**src/rtl/reg_writeback_pkg.sv**
```systemverilog
// Shared widths, defaults and types for the register writeback stage.
// Imported by the writeback top and its tag FIFO user.
package reg_writeback_pkg;

   localparam int unsigned REG_W     = 16;
   localparam int unsigned RADDR_W   = 3;
   localparam int unsigned NREGS     = 8;
   localparam int unsigned DEPTH_DEF = 2;

   typedef logic [RADDR_W-1:0] raddr_t;
   typedef logic [REG_W-1:0]   rdata_t;
   typedef logic [NREGS-1:0]   rmask_t;

   // One pending register-file write: enable, address and data.
   typedef struct packed {
      logic   we;
      raddr_t addr;
      rdata_t data;
   } wb_t;

   function automatic rmask_t onehot(input raddr_t a);
      rmask_t m;
      m    = '0;
      m[a] = 1'b1;
      return m;
   endfunction

endpackage

```
**src/rtl/wb_tag_fifo.sv**
```systemverilog
// Small FIFO of load destination tags, returned in issue order.
// Pointers wrap modulo DEPTH so non power-of-two depths work.
module wb_tag_fifo #(
   parameter int unsigned DEPTH = 2,
   parameter int unsigned WIDTH = 3,
   localparam int unsigned PTR_W = (DEPTH > 1) ? $clog2(DEPTH) : 1,
   localparam int unsigned CNT_W = $clog2(DEPTH + 1)
) (
   input  logic             clk,
   input  logic             rstn,
   input  logic             push,
   input  logic [WIDTH-1:0] push_data,
   input  logic             pop,
   output logic [WIDTH-1:0] head,
   output logic [CNT_W-1:0] count,
   output logic             full,
   output logic             empty
);

   logic [WIDTH-1:0] r_mem [DEPTH];
   logic [PTR_W-1:0] r_wr_ptr;
   logic [PTR_W-1:0] r_rd_ptr;
   logic [CNT_W-1:0] r_count;
   logic             w_do_push;
   logic             w_do_pop;

   function automatic logic [PTR_W-1:0] next_ptr(input logic [PTR_W-1:0] p);
      return (p == PTR_W'(DEPTH - 1)) ? '0 : p + PTR_W'(1);
   endfunction

   assign empty     = (r_count == '0);
   assign full      = (r_count == CNT_W'(DEPTH));
   assign count     = r_count;
   assign head      = r_mem[r_rd_ptr];
   assign w_do_push = push & ~full;
   assign w_do_pop  = pop & ~empty;

   always_ff @(posedge clk) begin
      if (w_do_push) begin
         r_mem[r_wr_ptr] <= push_data;
      end
   end

   always_ff @(posedge clk or negedge rstn) begin
      if (!rstn) begin
         r_wr_ptr <= '0;
         r_rd_ptr <= '0;
         r_count  <= '0;
      end else begin
         if (w_do_push) begin
            r_wr_ptr <= next_ptr(r_wr_ptr);
         end
         if (w_do_pop) begin
            r_rd_ptr <= next_ptr(r_rd_ptr);
         end
         if (w_do_push && !w_do_pop) begin
            r_count <= r_count + CNT_W'(1);
         end else if (w_do_pop && !w_do_push) begin
            r_count <= r_count - CNT_W'(1);
         end
      end
   end

endmodule

```
**src/rtl/reg_writeback.sv**
```systemverilog
// Writeback arbiter merging ALU results and in-order load returns into one
// registered register-file write port, with WAW tracking via a pending mask.
module reg_writeback
   import reg_writeback_pkg::*;
#(
   parameter int unsigned DEPTH = DEPTH_DEF
) (
   input  logic               clk,
   input  logic               rstn,
   input  logic               alu_valid,
   input  logic [RADDR_W-1:0] alu_rd,
   input  logic [REG_W-1:0]   alu_data,
   output logic               alu_ready,
   input  logic               ld_req_valid,
   input  logic [RADDR_W-1:0] ld_rd,
   output logic               ld_req_ready,
   input  logic               ld_resp_valid,
   input  logic [REG_W-1:0]   ld_resp_data,
   output logic               RegWrite_Flag,
   output logic [RADDR_W-1:0] Wreg,
   output logic [REG_W-1:0]   Datain,
   output logic [NREGS-1:0]   busy_mask,
   output logic               resp_err
);

   localparam int unsigned CNT_W = $clog2(DEPTH + 1);

   wb_t                r_wb;
   rmask_t             r_pend;
   logic               r_resp_err;
   rmask_t             w_pend_d;
   raddr_t             w_head;
   logic [CNT_W-1:0]   w_count;
   logic               w_full;
   logic               w_empty;
   logic               w_push;
   logic               w_pop;
   logic               w_alu_fire;

   wb_tag_fifo #(
      .DEPTH (DEPTH),
      .WIDTH (RADDR_W)
   ) u_tag_fifo (
      .clk       (clk),
      .rstn      (rstn),
      .push      (w_push),
      .push_data (ld_rd),
      .pop       (w_pop),
      .head      (w_head),
      .count     (w_count),
      .full      (w_full),
      .empty     (w_empty)
   );

   // Fullness is judged on pre-edge state, so a same-cycle pop never frees a slot.
   assign ld_req_ready = ~w_full & ~r_pend[ld_rd] & ~(r_wb.we & (r_wb.addr == ld_rd));
   assign alu_ready    = ~ld_resp_valid & ~r_pend[alu_rd];

   assign w_push     = ld_req_valid & ld_req_ready;
   assign w_pop      = ld_resp_valid & ~w_empty;
   assign w_alu_fire = alu_valid & alu_ready;

   // Set is applied after clear so a same-bit set/clear leaves the bit set.
   always_comb begin
      w_pend_d = r_pend;
      if (w_pop) begin
         w_pend_d = w_pend_d & ~onehot(w_head);
      end
      if (w_push) begin
         w_pend_d = w_pend_d | onehot(ld_rd);
      end
   end

   always_ff @(posedge clk or negedge rstn) begin
      if (!rstn) begin
         r_wb       <= '0;
         r_pend     <= '0;
         r_resp_err <= 1'b0;
      end else begin
         r_pend <= w_pend_d;
         if (ld_resp_valid && w_empty) begin
            r_resp_err <= 1'b1;
         end
         if (w_pop) begin
            r_wb <= '{we: 1'b1, addr: w_head, data: ld_resp_data};
         end else if (w_alu_fire) begin
            r_wb <= '{we: 1'b1, addr: alu_rd, data: alu_data};
         end else begin
            r_wb.we <= 1'b0;
         end
      end
   end

   assign RegWrite_Flag = r_wb.we;
   assign Wreg          = r_wb.addr;
   assign Datain        = r_wb.data;
   assign resp_err      = r_resp_err;
   assign busy_mask     = r_pend | (r_wb.we ? onehot(r_wb.addr) : '0);

   assert property (@(posedge clk) disable iff (!rstn) w_full == (w_count == CNT_W'(DEPTH)));

endmodule

```
**config.mk**
```make
export PLATFORM = sky130hd
export DESIGN_NAME = reg_writeback
export DESIGN_NICKNAME = d
export VERILOG_FILES = /design/src/rtl/reg_writeback_pkg.sv /design/src/rtl/wb_tag_fifo.sv /design/src/rtl/reg_writeback.sv
export SDC_FILE = /design/constraint.sdc
export NUM_CORES = 1
export LEC_CHECK = 0
export ABC_AREA = 1
export CAP_MARGIN = 20
export CELL_PAD_IN_SITES_DETAIL_PLACEMENT = 1
export CELL_PAD_IN_SITES_GLOBAL_PLACEMENT = 2
export CORE_MARGIN = 3
export CORE_UTILIZATION = 27
export DETAILED_ROUTE_END_ITERATION = 6
export PLACE_DENSITY = 0.95
export SYNTH_ARGS = -nofsm -noshare
export SYNTH_HDL_FRONTEND = slang
export SYNTH_SLANG_ARGS = --single-unit
```
**constraint.sdc**
```tcl
create_clock -name clk -period 3.3 [get_ports clk]
set_clock_uncertainty 0.05 [all_clocks]
set_input_delay 0.66 -clock clk [delete_from_list [all_inputs] [get_ports clk]]
set_output_delay 0.66 -clock clk [all_outputs]
set_load 0.02 [all_outputs]
```
* After elaboration in Yosys (flattened, before gate mapping)
Memories as Yosys holds them, arrays and structs flattened. Cells that the tools add are included.
Storage, ports and cells: memory bits (writable) 6, bits in latches 0, memory bits (read-only) 0, input port bits 43, flip-flop bits (word level) 33, memories 1
Memory list:
- u_tag_fifo.r_mem | depth 2, bits a word 3, read ports 1, clocked after memory_dff 0, wr ports 1, line wb_tag_fifo.sv:20 | logic [WIDTH-1:0] r_mem [DEPTH];
Operators by class: multiplexer cells 22, equality and inequality tests 2, add/sub/neg operators 4, bitwise logic cells 19, reductions and logical operators 11, multiply operators 0, shift-type cells 0, $lt $le $gt $ge 7, divide/modulo/power cells 0
Operators with widths (number):
- $mux 8 | 3
- $mux 20 | 1
- $mux 19 | 1
- $lt 3x4->1 const B | 4
- $or 8x8->8 | 2
- $mux 1 | 10
- $and 1x1->1 | 9
- $demux 1 s3 | 3
- $ge 3x1->1 const B | 3
- $and 8x8->8 | 1
- $not 8->8 | 1
- $bmux 1 s3 | 2
- $logic_and 1x1->1 | 6
- $not 1->1 | 6
- $mux 2 | 2
- $reduce_bool 2->1 | 2
- $eq 3x3->1 | 1
- $add 1x1->1 const B | 2
- $add 2x1->2 const B | 1
- $eq 2x2->1 const B | 1
- $logic_not 1->1 | 2
- $logic_not 2->1 | 1
- $sub 2x1->2 const B | 1

* Depth between registers and ports, before layout
Gate-level depths: netlist of the first run.
word-level depth 11, depth in mapped cells 13

* By module
Synthesis of the first run repeated with hierarchy kept, for this count alone.
Unflattened totals: cells, all modules 315, area, all modules 2313.5 um^2
Modules (own cells, without submodules):
- reg_writeback | instances 1, area each 1865.5 um^2, cells each 268, seq. area each 725.7 um^2
- wb_tag_fifo | instances 1, area each 447.9 um^2, cells each 47, seq. area each 280.3 um^2

* Worst setup path after synthesis of the first run
No wires, ideal clock.
path type input-to-reg, from input ld_rd[1], to register u_tag_fifo.r_count[1], in the netlist u_tag_fifo.count[1], stages on the path 13, data arrival time 1.974 ns, data required time 3.119 ns, setup slack 1.145 ns, cell sequence buf_4 > inv_4 > nand3_2 > nor2_1 > inv_1 > nand2_1 > nor2_1 > nand4_1 > inv_1 > ha_1 > a21oi_1 > o21ai_0 > xor2_1
On the way: cells in the longest elaborated chain, start to end 10, elaborated cells on any way between the ends 15, those cells by class eq/ne (1); mux (3); bitwise (7); reduce/logical (4)
RTL lines:
- from (decl) | line reg_writeback.sv:15 | input logic [RADDR_W-1:0] ld_rd,
- $bmux 1 s3 | line reg_writeback.sv:56 | assign ld_req_ready = ~w_full & ~r_pend[ld_rd] & ~(r_wb.we & (r_wb.addr == ld_rd));
- $mux 1 (not written as such) | line reg_writeback.sv:56
- $not 1->1 | line reg_writeback.sv:56
- $and 1x1->1 | line reg_writeback.sv:56
- $and 1x1->1 * | line reg_writeback.sv:56
- $and 1x1->1 * | line reg_writeback.sv:59 | assign w_push = ld_req_valid & ld_req_ready;
- $and 1x1->1 * | line wb_tag_fifo.sv:35 | assign w_do_push = push & ~full;
- named net u_tag_fifo.w_do_push | line wb_tag_fifo.sv:24 | logic w_do_push;
- $logic_not 1->1 | line wb_tag_fifo.sv:58 | end else if (w_do_pop && !w_do_push) begin
- $logic_and 1x1->1 | line wb_tag_fifo.sv:58
- $reduce_bool 2->1 (no source line)
- to (signal assigned) | line wb_tag_fifo.sv:57 | r_count <= r_count + CNT_W'(1);
- to (signal assigned) | line wb_tag_fifo.sv:59 | r_count <= r_count - CNT_W'(1);
- to (decl) | line wb_tag_fifo.sv:23 | logic [CNT_W-1:0] r_count;
The timed path passes the listed nets; every way through them passes the cells marked *. The select of a mux whose other input is x is not followed. A chain may end at the register's enable or synchronous reset.

* Worst setup path in the final report of the first run
from input alu_rd[0], to output alu_ready
On the way: cells in the longest elaborated chain, start to end 4
RTL lines:
- from (decl) | line reg_writeback.sv:11 | input logic [RADDR_W-1:0] alu_rd,
- $bmux 1 s3 | line reg_writeback.sv:57 | assign alu_ready = ~ld_resp_valid & ~r_pend[alu_rd];
- $mux 1 (not written as such) | line reg_writeback.sv:57
- $not 1->1 | line reg_writeback.sv:57
- $and 1x1->1 | line reg_writeback.sv:57
- to (decl) | line reg_writeback.sv:13 | output logic alu_ready,
Every way passes these cells. The select of a mux whose other input is x is not followed.

==> results of run 1 <==
-- stage by stage --
stage	cells	total power, mW	utilization (%)	instance area, sq um	hold slack (ns)
6_report	486	2.85	40.7	3240	0.424
5_1_grt	486	3.05	40.7	3240	0.454
4_1_cts	486	2.88	40.6	3240	0.428
3_5_place_dp	478	2.42	39.0	3100	0.410
3_3_place_gp	478	2.39	39.0	3100	0.402
2_1_floorplan	308	1.73	-	2280	0.314
-- cell type report --
class / count / area, sq um
clock buffers: 6 / 93.8
clock inverters: 2 / 37.5
fillers: 961 / 4730
inverters: 24 / 95.1
multi-input cells: 231 / 1080
flip-flops and latches: 39 / 1010
well taps: 102 / 128
repair buffers: 82 / 803
-- power by group --
part	internal, mW	switching [mW]	total [mW]
clock network	0.271	0.177	0.448
logic	0.633	0.876	1.51
registers	0.699	0.198	0.897
total	1.60	1.25	2.85
-- layer usage --
layer / track usage (%) / vias to the layer above
met5: 0 / -
met4: 3.51 / 0
met3: 2.86 / 6
met2: 25.8 / 53
met1: 19.2 / 1092
li1: - / 1135
-- path summary, 6_finish.rpt --
check                               start             endpoint  slack (ns)  cells past startpoint
min in group asynchronous            rstn            Datain[8]        0.72                      2
max in group asynchronous            rstn  u_tag_fifo.r_wr_ptr        2.18                      2
worst max-delay path            alu_rd[0]            alu_ready        0.24                      8
worst min-delay path             resp_err             resp_err        0.42                      1
worst min register to register   resp_err             resp_err        0.42                      1
worst max register to register    Wreg[1]  u_tag_fifo.count[1]        1.14                     11
-- layout by cell type, fill, tap and decap left out, types with 2 or more instances in the layout --
master / count
nand4_1: 5
nor3_1: 6
nor2_1: 10
nand3_1: 36
buf_4: 9
edfxtp_1: 6
inv_1: 19
o21bai_1: 6
xor2_1: 2
inv_4: 2
o21ai_1: 3
inv_2: 3
nand2_1: 131
nand3_2: 4
o21ai_0: 16
dlymetal6s2s_1: 2
clkdlybuf4s50_1: 71
dfrtp_1: 33
clkbuf_8: 5
-- state kept, by name (all words and copies together), names as in the netlist --
| name | flops |
|---|---|
| u_tag_fifo.r_rd_ptr | 1 |
| resp_err | 1 |
| u_tag_fifo.r_wr_ptr | 1 |
| u_tag_fifo.count | 2 |
| RegWrite_Flag | 1 |
| r_pend | 8 |
| Datain | 16 |
| u_tag_fifo.r_mem | 6 |
| Wreg | 3 |
-- critical path: stages --
cell and delay, ns:
clkdlybuf4s50_1 0.58, inv_2 0.09, nand2_1 0.06, nand3_1 0.06
nand3b_1 0.14, nand2_1 0.06, nor2_1 0.08, clkdlybuf4s50_1 0.60
-- logic make-up (layout without fill, tap and decap cells) --
logic type | count (synthesis) | after routing | share of synthesized area (%)
xor+xnor | 3 | 3 | 1.15
compound gates | 28 | 28 | 7.13
fa+ha+maj | 1 | 1 | 0.548
simple gates | 199 | 199 | 38.4
buf+inv | 38 | 114 | 8.72
flops | 39 | 39 | 44.1
==> impl_summary.txt, run 1 <==
----------------------------------------------------
[Run status]
  Status ... finished, final reports clean

[Logic synthesis]
  Flip-flop and latch count after synthesis ... 39
  Flip-flop cell with the highest count after synthesis ... dfrtp_1
  Async set or reset register ratio after synthesis ... 84.6%
  Cell taking the most area after synthesis ... dfrtp_1
  Distinct cells, synth ... 32
  Netlist Area Pre-Place ... 2280 sq um
  Syn. warnings ... 0
  Post-Synthesis Net Count ... 352
  Share of the synthesized area in the top cell type ... 36.2%
  Top cells by count, synth ... nand2_1, nand3_1, dfrtp_1, inv_1, o21ai_0
  Library cell with the highest instance count after synthesis ... nand2_1
  Average size of a mapped cell ... 7.41 sq um
  Portion of the post-synthesis area used by sequential elements ... 44.1%
  Number of flops mapped to enable cells by yosys ... 6
  Cells after Synth ... 308
  Cells taking the most area after synthesis ... dfrtp_1, nand2_1, nand3_1

[Power and ir drop]
  Leakage power summed over all cells ... 1.58 nW
  Maximum ir drop on the vdd rail ... 0.000241 V
  Power per Cell Area ... 881 nW/um^2

[Global routing]
  GRT Util Overall ... 14.9%
  Wire length of the first global-routing pass ... 11.6 mm
  Vias in the first global route ... 2,356
  Number of antenna violations at the first check in global routing ... 0
  Total global routing overflow ... 0
  Maximum number of pins on one net before global-route repair ... 42

[Clock network]
  Count of instances resized after the clock tree is built ... 0
  CTS tree ... yes
  Number of buffers added for setup after CTS ... 0
  TritonCTS buffer count ... 5
  Maximum clock path buffer count ... 2
  Cell at the root of the clock tree ... clkbuf_8
  Clock-pin slew reported for the worst setup and hold paths after clock tree synthesis ... 0.08 ns
  Count of hold-fix buffers inserted at cts ... 0
  Clock latency at the later pin of the worst-skew pair ... 0.29 ns
  Sink count of the clock tree ... 39
  H-tree levels ... 2

[Place]
  Count of buffers inserted at the top-level ports ... 73
  Pre-CTS setup slack ... 0.0241 ns
  Detailed-placement wirelength estimate ... 5.52 mm
  Final RePlAce weighted congestion ... 0.884

[Route]
  Met2 Wirelength ... 3.57 mm
  DR DRC count ... 0
  Post-detailed-route wirelength per cell ... 14.8 um
  Via/cell ratio ... 4.70
  DRT Wirelength ... 7.19 mm
  Number of optimization iterations in the first detailed-route pass ... 4
  Violation count after the first detailed-route iteration ... 62
  Routed length on met3 ... 296 um
  Via count ... 2,286
  Routed metal-1 wirelength ... 3.26 mm
  Routed Antenna Nets ... 0
  Highest layer used for signal routing ... met4

[Timing]
  Headroom to the max-slew limit ... 52.2%
  Unrepaired setup endpoints after global routing ... no
  Final number of max-transition violations ... 0
  Fmax ... 0.326 GHz
  Measured slew at the worst slew-check pin ... 0.716 ns
  Setup TNS Final ... 0 ns
  Final setup violation count ... 0
  Least setup slack across all paths after layout ... 0.236 ns
  Final Hold Violating Endpoints ... 0
  Shortest period the worst path allows ... 3.06 ns
  Portion of the clock cycle consumed by the worst path in the final layout ... 92.9%

[Flow run]
  Max cap viols ... 0

[Setup path]
  Worst endpoint data arrival time ... 2.35 ns
  Endpoint required time on the critical path ... 2.59 ns
  Startpoint types ... input pin
  Largest fanout on the critical path ... 5
  Setup crit end kind ... output pin
  WS Path Type ... in2out

[Cells and area]
  Ant diodes ... 0
  Final Net Count ... 427
  Fraction of final layout cells sized beyond drive strength 1 ... 8.33%
  Area growth syn-to-layout ... 42.0%

[Worst hold path]
  Path class of the lowest-slack min-delay path ... reg2reg

[Floorplanning]
  Initial Util ... 28.6%
  Number of placed I/O pins ... 74
  Floorplan die area ... 9590 sq um
  Core Footprint ... 7970 sq um
  Number of core rows ... 32
  Vertical die dimension ... 97.9 um
  Die extent in x ... 97.9 um

----------------------------------------------------
No activity file was read; power rests on OpenSTA's default activity.
==> run 2, diff against run 1 <==
--- a/config.mk
+++ b/config.mk
@@ -7,10 +7,8 @@
 export LEC_CHECK = 0
 export ABC_AREA = 1
 export CAP_MARGIN = 20
-export CELL_PAD_IN_SITES_DETAIL_PLACEMENT = 1
-export CELL_PAD_IN_SITES_GLOBAL_PLACEMENT = 2
 export CORE_MARGIN = 3
-export CORE_UTILIZATION = 27
+export CORE_UTILIZATION = 50
 export DETAILED_ROUTE_END_ITERATION = 6
 export PLACE_DENSITY = 0.95
 export SYNTH_ARGS = -nofsm -noshare
==> run 2 against run 1 <==
Via count grew 1.9%. Critical path depth unchanged. Design area decreased by 3.7%. Critical path type unchanged.
==> impl_summary.txt, run 2 (same netlist as run 1, synthesis figures left out) <==
----------------------------------------------------
[Place]
  Detailed-placement wirelength estimate ... 4.74 mm
  Final RePlAce weighted congestion ... 1.04
  Instance area at placement ... 3030 sq um
  Count of buffers inserted at the top-level ports ... 73

[Setup path]
  Critical path buffer and inverter count ... 3
  Top cell family by delay on the critical path ... buffers and inverters
  WS Path Type ... in2out
  Endpoint required time on the critical path ... 2.59 ns
  Largest fanout on the critical path ... 5
  Depth of the most critical reg-to-reg path ... 6
  CP max stage delay ... 0.61 ns
  Slowest-stage cell, CP ... clkdlybuf4s50_1
  Worst endpoint data arrival time ... 2.43 ns
  Total stage count of the critical path ... 8
  Ordered cell list for the critical path ... clkdlybuf4s50_1 -> inv_2 -> nand2_1 -> nand3_1 -> nand3b_1 -> nand2_1 -> nor2_1 -> clkdlybuf4s50_1
  Setup crit end kind ... output pin
  Startpoint types ... input pin

[Timing]
  Fmax ... 0.319 GHz
  Final number of max-transition violations ... 0
  Portion of the clock cycle consumed by the worst path in the final layout ... 95.1%
  Headroom to the max-slew limit ... 56.8%
  Unrepaired setup endpoints after global routing ... no
  Measured slew at the worst slew-check pin ... 0.646 ns
  Shortest period the worst path allows ... 3.14 ns
  Worst Hold Slack ... 0.425 ns
  Setup TNS Final ... 0 ns
  Final Hold Violating Endpoints ... 0
  Final setup violation count ... 0

[Floorplanning]
  Number of placed I/O pins ... 74
  Floorplan die area ... 5410 sq um
  Core Footprint ... 4200 sq um
  Die extent in x ... 73.6 um
  Vertical die dimension ... 73.6 um
  Initial Util ... 54.3%
  Number of core rows ... 23

[Clock network]
  H-tree levels ... 2
  Clock-pin slew reported for the worst setup and hold paths after clock tree synthesis ... 0.07 ns
  Number of buffers added for setup after CTS ... 0
  Cell at the root of the clock tree ... clkbuf_8
  Maximum clock path buffer count ... 2
  TritonCTS buffer count ... 5
  Clock latency at the later pin of the worst-skew pair ... 0.30 ns
  Sink count of the clock tree ... 39
  Count of hold-fix buffers inserted at cts ... 0
  CTS tree ... yes

[Route]
  DR DRC count ... 0
  Via/cell ratio ... 5.38
  Number of optimization iterations in the first detailed-route pass ... 7
  Violation count after the first detailed-route iteration ... 251
  Post-detailed-route wirelength per cell ... 14.6 um
  DRT Wirelength ... 6.33 mm
  Routed Antenna Nets ... 0
  Via count ... 2,330

[Power and ir drop]
  Power per Cell Area ... 861 nW/um^2
  Maximum ir drop on the vdd rail ... 0.000525 V
  Overall Power ... 2.69 mW
  Leakage power summed over all cells ... 1.55 nW

[Cells and area]
  Filler cells ... 297
  Post-Layout Inst Area ... 3120 sq um
  Commonest cells after routing, fill and taps aside ... nand2_1, clkdlybuf4s50_1, nand3_1
  Final Net Count ... 426
  Area growth syn-to-layout ... 36.8%
  End-of-flow core utilization ... 74.3%
  Ant diodes ... 0
  Commonest non-fill, non-tap cell in the layout ... nand2_1
  Fraction of final layout cells sized beyond drive strength 1 ... 7.83%
  Number of flip-flops under the largest register name ... 16

[Run status]
  Status ... finished, final reports clean

[Global routing]
  Total global routing overflow ... 0
  Wire length of the first global-routing pass ... 10.3 mm
  Maximum number of pins on one net before global-route repair ... 42
  Vias in the first global route ... 2,187
  GRT Util Overall ... 24.6%
  Number of antenna violations at the first check in global routing ... 0

[Worst hold path]
  Path class of the lowest-slack min-delay path ... reg2reg
  Worst hold path cell count ... 1

[Flow run]
  Max cap viols ... 0

----------------------------------------------------
==> run 2: changes by cell type in the layout (fill, tap and decap cells not counted) <==
cell	previous run	this run
buf_4	9	8
bufinv_16	1	0
clkbuf_1	0	1
clkbuf_16	1	0
clkinv_2	0	1
==> run 2: worst paths after layout <==
| check | end | from | slack [ns] |
|---|---|---|---|
| min | resp_err | resp_err | 0.42 |
| max | alu_ready | alu_rd[0] | 0.16 |
| min in group asynchronous | r_pend[4] | rstn | 0.71 |
| max in group asynchronous | u_tag_fifo.count[1] | rstn | 2.17 |
| min reg2reg | resp_err | resp_err | 0.42 |
| max reg2reg | Datain[6] | u_tag_fifo.count[1] | 1.23 |
==> run 2: metal layers <==
metal,part of all wire [%],vias to the layer above,global-route usage (%)
met2,48,132,38.6
met5,0,-,0
met1,38,1039,31.7
met3,11,20,6.98
li1,-,1139,-
met4,2.9,0,10.5
==> run 2: layout make-up <==
class,instances,area (sq um),share of cell area (%)
well taps,50,62.6,2.00
clock inverters,2,12.5,0.401
multi-input cells,231,1080,34.5
inverters,24,95.1,3.05
flip-flops and latches,39,1010,32.2
repair buffers,81,796,25.5
clock buffers,6,72.6,2.32
==> run 2: stage by stage <==
stage	worst slack [ns]	cells
detailed placement	0.0135	425
global route	0.112	433
floorplan	1.15	308
CTS	0.000528	433
finish	0.163	433
global placement	0.0796	425
==> run 2: where the power goes <==
group / internal (mW) / switching, mW / total [mW]
clock: 0.148 / 0.176 / 0.324
sequential: 0.699 / 0.188 / 0.887
combinational: 0.632 / 0.845 / 1.48
==> run 2: repair_timing <==
| action | in CTS | in global routing |
|---|---|---|
| hold endpoints to repair | 0 | 0 |
| endpoints found under the setup margin | 0 | 1 |
| resized for setup | 0 | 2 |
